**config.mk**
```make
export PLATFORM = sky130hd
export DESIGN_NAME = imem_boot_loader
export DESIGN_NICKNAME = d
export VERILOG_FILES = /design/src/rtl/imem_boot_loader.sv
export SDC_FILE = /design/constraint.sdc
export NUM_CORES = 1
export LEC_CHECK = 0
export CELL_PAD_IN_SITES_DETAIL_PLACEMENT = 0
export CELL_PAD_IN_SITES_GLOBAL_PLACEMENT = 1
export CORE_UTILIZATION = 44
export CTS_CLUSTER_SIZE = 10
export DETAILED_ROUTE_END_ITERATION = 16
export PLACE_DENSITY_LB_ADDON = 0.1
export SLEW_MARGIN = 20
export SYNTH_ARGS = -nofsm -noshare
export SYNTH_HDL_FRONTEND = slang
export SYNTH_SLANG_ARGS = --single-unit
```
**constraint.sdc**
```tcl
create_clock -name clk -period 5.7 [get_ports clk]
set_input_delay 1.14 -clock clk [delete_from_list [all_inputs] [get_ports clk]]
set_output_delay 1.14 -clock clk [all_outputs]
set_load 0.02 [all_outputs]
```
**src/rtl/imem_boot_loader.sv**
```systemverilog
// rtl/imem_boot_loader.sv - byte-stream boot loader that fills instruction memory and holds the CPU in reset
// Optional feature macro: BOOT_CHECKSUM_EN (XOR checksum byte after the image data).
// Stream: LEN_HI, LEN_LO (word count N, big-endian), then 4*N data bytes, MSB of each word first.

module imem_boot_loader #(
  parameter int ADDR_W    = 8,
  parameter int MAX_WORDS = 256
) (
  input  logic              clk,
  input  logic              reset,
  input  logic              in_valid,
  input  logic [7:0]        in_data,
  output logic              in_ready,
  output logic              imem_we,
  output logic [ADDR_W-1:0] imem_addr,
  output logic [31:0]       imem_wdata,
  output logic              cpu_hold,
  output logic              done,
  output logic              error
);

  // Length limit widened by one bit so that N up to 65535 compares cleanly.
  localparam logic [16:0] MAX_W = 17'(MAX_WORDS);

  typedef enum logic [2:0] {
    S_LEN_HI = 3'd0,
    S_LEN_LO = 3'd1,
    S_DATA   = 3'd2,
    S_FIN    = 3'd3,
    S_DONE   = 3'd4,
`ifdef BOOT_CHECKSUM_EN
    S_CHK    = 3'd6,
`endif
    S_ERR    = 3'd5
  } state_t;

  state_t              state_q, state_d;
  logic [15:0]         len_q, len_d;
  logic [15:0]         word_cnt_q, word_cnt_d;
  logic [1:0]          byte_idx_q, byte_idx_d;
  logic [31:0]         word_q, word_d;
  logic                we_q, we_d;
  logic [ADDR_W-1:0]   addr_q, addr_d;
  logic [31:0]         wdata_q, wdata_d;
`ifdef BOOT_CHECKSUM_EN
  logic [7:0]          xor_q, xor_d;
`endif

  logic                accept;
  logic [15:0]         len_full;
  logic [31:0]         word_next;
  logic                last_word;

  assign accept    = in_valid && in_ready;
  assign len_full  = {len_q[15:8], in_data};
  assign word_next = {word_q[23:0], in_data};
  assign last_word = ((word_cnt_q + 16'd1) == len_q);

  // Byte acceptance is purely a function of the current state.
  always_comb begin
    in_ready = 1'b0;
    case (state_q)
      S_LEN_HI, S_LEN_LO, S_DATA: in_ready = 1'b1;
`ifdef BOOT_CHECKSUM_EN
      S_CHK:                      in_ready = 1'b1;
`endif
      default:                    in_ready = 1'b0;
    endcase
  end

  // Next-state and datapath updates; the write strobe is a registered one-shot.
  always_comb begin
    state_d    = state_q;
    len_d      = len_q;
    word_cnt_d = word_cnt_q;
    byte_idx_d = byte_idx_q;
    word_d     = word_q;
    we_d       = 1'b0;
    addr_d     = addr_q;
    wdata_d    = wdata_q;
`ifdef BOOT_CHECKSUM_EN
    xor_d      = xor_q;
`endif

    case (state_q)
      S_LEN_HI: begin
        if (accept) begin
          len_d   = {in_data, 8'h00};
          state_d = S_LEN_LO;
        end
      end

      S_LEN_LO: begin
        if (accept) begin
          len_d      = len_full;
          word_cnt_d = 16'd0;
          byte_idx_d = 2'd0;
          word_d     = 32'd0;
`ifdef BOOT_CHECKSUM_EN
          xor_d      = 8'h00;
`endif
          if ((len_full == 16'd0) || ({1'b0, len_full} > MAX_W)) begin
            state_d = S_ERR;
          end else begin
            state_d = S_DATA;
          end
        end
      end

      S_DATA: begin
        if (accept) begin
          word_d     = word_next;
          byte_idx_d = byte_idx_q + 2'd1;
`ifdef BOOT_CHECKSUM_EN
          xor_d      = xor_q ^ in_data;
`endif
          if (byte_idx_q == 2'd3) begin
            // Word complete: strobe it out next cycle while input keeps flowing.
            we_d       = 1'b1;
            addr_d     = word_cnt_q[ADDR_W-1:0];
            wdata_d    = word_next;
            word_cnt_d = word_cnt_q + 16'd1;
            if (last_word) begin
`ifdef BOOT_CHECKSUM_EN
              state_d = S_CHK;
`else
              state_d = S_FIN;
`endif
            end
          end
        end
      end

      // Final write pulse is on the bus during this cycle.
      S_FIN: begin
        state_d = S_DONE;
      end

`ifdef BOOT_CHECKSUM_EN
      // The final write pulse overlaps the first cycle here; the checksum byte may arrive at once.
      S_CHK: begin
        if (accept) begin
          state_d = (in_data == xor_q) ? S_DONE : S_ERR;
        end
      end
`endif

      S_DONE: state_d = S_DONE;
      S_ERR:  state_d = S_ERR;
      default: state_d = S_LEN_HI;
    endcase
  end

  // State and datapath registers with synchronous reset.
  always_ff @(posedge clk) begin
    if (reset) begin
      state_q    <= S_LEN_HI;
      len_q      <= 16'd0;
      word_cnt_q <= 16'd0;
      byte_idx_q <= 2'd0;
      word_q     <= 32'd0;
      we_q       <= 1'b0;
      addr_q     <= '0;
      wdata_q    <= 32'd0;
`ifdef BOOT_CHECKSUM_EN
      xor_q      <= 8'h00;
`endif
    end else begin
      state_q    <= state_d;
      len_q      <= len_d;
      word_cnt_q <= word_cnt_d;
      byte_idx_q <= byte_idx_d;
      word_q     <= word_d;
      we_q       <= we_d;
      addr_q     <= addr_d;
      wdata_q    <= wdata_d;
`ifdef BOOT_CHECKSUM_EN
      xor_q      <= xor_d;
`endif
    end
  end

  assign imem_we    = we_q;
  assign imem_addr  = addr_q;
  assign imem_wdata = wdata_q;
  assign done       = (state_q == S_DONE);
  assign error      = (state_q == S_ERR);
  assign cpu_hold   = !done;

endmodule

```
==> qor.yml <==
global_routing:
  grt_max_degree: 103
  grt_first_pass_wirelength_mm: 17.3
  gr-usage-all-layers_pct: 21.8
  grt.overflow.total: 0
  vias_in_the_first_global_route: 3466
  gr-usage-met1_pct: 27.6
  global_route_met3_utilization_pct: 4.23
  grt_util_met2_pct: 37.4
  antenna_violations_before_repair: 0
  grt_most_used_layer: "met2"
critical_path:
  critical_path.startpoint_type: "flip-flop"
  crit_arrival_ps: 2270
  timing.critical_path.fanout_max: 19
  worst_r2r_path_depth: 6
  cp_cell_sequence: "nor2b_1 > and2_1 > clkdlybuf4s50_1"
  required_ps: 4560
  kind_of_end_point_of_the_critical_path: "primary output"
  path_class: "reg2out"
  crit_path_max_delay_cell_type: "dfxtp_1"
  timing.critical_path.slowest_cell_delay_ps: 780
floorplanning:
  horizontal_die_dimension_um: 101
  floorplan.die_area_sq_mm: 0.0102
  num_io_pins: 56
  floorplan.core_area_sq_mm: 0.00937
  floorplan.initialDensity_pct: 46.0
  die_height_um: 101
  placement_rows: 35
pwr:
  leakage_nw: 1.67
  peak_vdd_ir_mv: 0.128
  power-per-cell-area_mw_per_mm2: 264
  p_total_mw: 1.35
finish:
  num_antenna_cells: 0
  mostFrequentLayoutCell: "nand2_1"
  drive_gt1_share_pct: 5.58
  most-common-layout-cells: "nand2_1, dfxtp_1, a21oi_1, clkdlybuf4s50_1, nor2_1"
  synthToLayoutAreaGrowth_pct: 18.6
  fillers: 942
  layout.nets: 581
clock_network:
  cts.path.max_buffers: 2
  post_cts_buffers: 0
  tritoncts: "built"
  clock_insertion_delay_worst_skew_ps: 370
  cts_max_level: 3
  number_of_sinks_on_the_clock_net: 102
  number_of_buffers_created_by_cts: 9
  ctsRootBufferMaster: "clkbuf_8"
  post_cts_resized: 0
  clkSlewWorstSetupHoldPaths_ps: 100
  holdBufCountCts: 0
route:
  viasPerCell: 5.27
  routed-via-count: 3702
  drt_iter0_markers: 151
  drt_wl_total_mm: 10.3
  detail_route.drc_violations: 0
  drt_antenna_net_count: 0
  detail_route.first_pass.iterations: 5
  wire_per_inst_um: 14.7
synth:
  yosys_register_bits: 102
  postSynth.asyncResetShare_pct: 0
  mean_syn_cell_area_sq_um: 8.04
  post-synth-top-area-fraction_pct: 47.3
  synth_area_sq_mm: 0.00432
  synth-main-ff-cell: "dfxtp_1"
  number_of_instances_in_the_synthesized_netlist: 537
  yosys-top-cells-area: "dfxtp_1, nand2_1, a21oi_1"
  yosysUniqueCellTypes: 47
  count_of_flip_flops_with_a_built_in_enable_after_synthesis: 0
  synth_warnings: 0
  synth.largest_area_cell: "dfxtp_1"
  synth_nets: 550
  yosysSeqAreaShare_pct: 47.3
min_path:
  hold_depth: 2
  worstHoldPathType: "reg2reg"
sta:
  total_negative_setup_slacks_ps: 0
  slew_viol_final: 0
  report.final.setup_viol: 0
  timing_worst_slew_pin_value_ps: 1090
  timing.final.hold_violations: 0
  worst_slack_ps: 2290
  fmaxAchievable_mhz: 294
  grt_setup_unrepaired: "false"
  finalClockSkew_ps: 15.9
  post-route-period-util_pct: 59.8
  period_needed_ps: 3410
  max-slew-margin-rel_pct: 27.3
placement:
  pre_cts_slack_ps: 1870
  port_buffers: 55
  dp_hpwl_mm: 6.81
  globalplace.congestion: 0.793
flow_run:
  cap_violations: 0
run_status:
  status: "completed"
[critical path: cells and delay by family, from the launching register on]
| kind | cells | cell delay [ps] |
|---|---|---|
| DFF | 1 | 780 |
| buffers and inverters | 1 | 610 |
| and+or+nand+nor | 2 | 510 |
[final cells by class]
type / count / area [sq um] / share of cell area [%]
Tap cell: 129 / 161 / 3.15
Inverter: 3 / 11.3 / 0.220
Timing Repair Buffer: 60 / 583 / 11.4
Clock buffer: 9 / 124 / 2.42
Sequential cell: 102 / 2040 / 39.9
Clock inverter: 7 / 95.1 / 1.86
Multi-Input combinational cell: 392 / 2100 / 41.1
[flip-flops by register name, indices dropped and copies added (netlist names)]
signal,flops
imem_wdata,32
word_q,24
len_q,16
word_cnt_q,16
imem_addr,8
state_q,3
byte_idx_q,2
imem_we,1
[where the power goes]
| part | switching, mW | internal, mW | leakage [nW] |
|---|---|---|---|
| sequential | 0.0177 | 0.723 | 0.823 |
| clock | 0.277 | 0.218 | 0.111 |
| combinational | 0.0706 | 0.0442 | 0.732 |
[routing by layer]
layer	vias to the layer above	share of wire, %
met1	1738	46
li1	1898	-
met3	9	3.4
met2	57	49
met5	-	0
met4	0	1.4
[cells in the mapped netlist, types with 2 or more instances]
library cell and count:
o2111ai_1 2, o21ai_0 14, a31o_2 2, a22oi_1 27, and3_1 5, buf_4 2
dfxtp_1 102, or3_1 2, a311oi_1 4, inv_1 3, nor3_1 6, nand2_1 127
nand2b_1 5, clkbuf_1 24, and2_1 2, a21oi_1 71, buf_2 13, nor2_1 49
nand3_1 14, nand3b_1 3, ha_1 2, nor3b_1 3, nor2b_1 5, xor2_1 5
nand4_1 2, nor4_1 3, xnor2_1 17, and4_1 2, a211oi_1 2, or4_1 2
[cell families after synthesis]
| group | Yosys count | share of synthesized area [%] |
|---|---|---|
| and+or+nand+nor | 238 | 24.8 |
| AOI/OAI and AO/OA | 129 | 18.3 |
| DFF | 102 | 47.3 |
| buffers and inverters | 43 | 4.29 |
| xor gates and xnor gates | 22 | 4.46 |
| adders and majority gates | 2 | 0.580 |
| muxes | 1 | 0.232 |
[path summary, 6_finish.rpt]
check / start / slack (ps) / end
setup / recovery: state_q[0] / 2290 / error
hold / removal: imem_wdata[25] / 460 / imem_wdata[25]
setup reg to reg: state_q[1] / 2910 / imem_wdata[10]
hold reg to reg: imem_wdata[25] / 460 / imem_wdata[25]
[per-stage QoR]
stage | std cells | utilization (%) | hold slack (ps) | cell area (sq um)
after CTS | 702 | 54.6 | 461 | 5120
after global routing | 702 | 54.6 | 485 | 5120
after detailed placement | 686 | 52.3 | 446 | 4900
after global placement | 686 | 52.3 | 442 | 4900
after floorplan | 537 | - | 432 | 4320
final | 702 | 54.6 | 458 | 5120
Power figures use the tool's default switching activity.
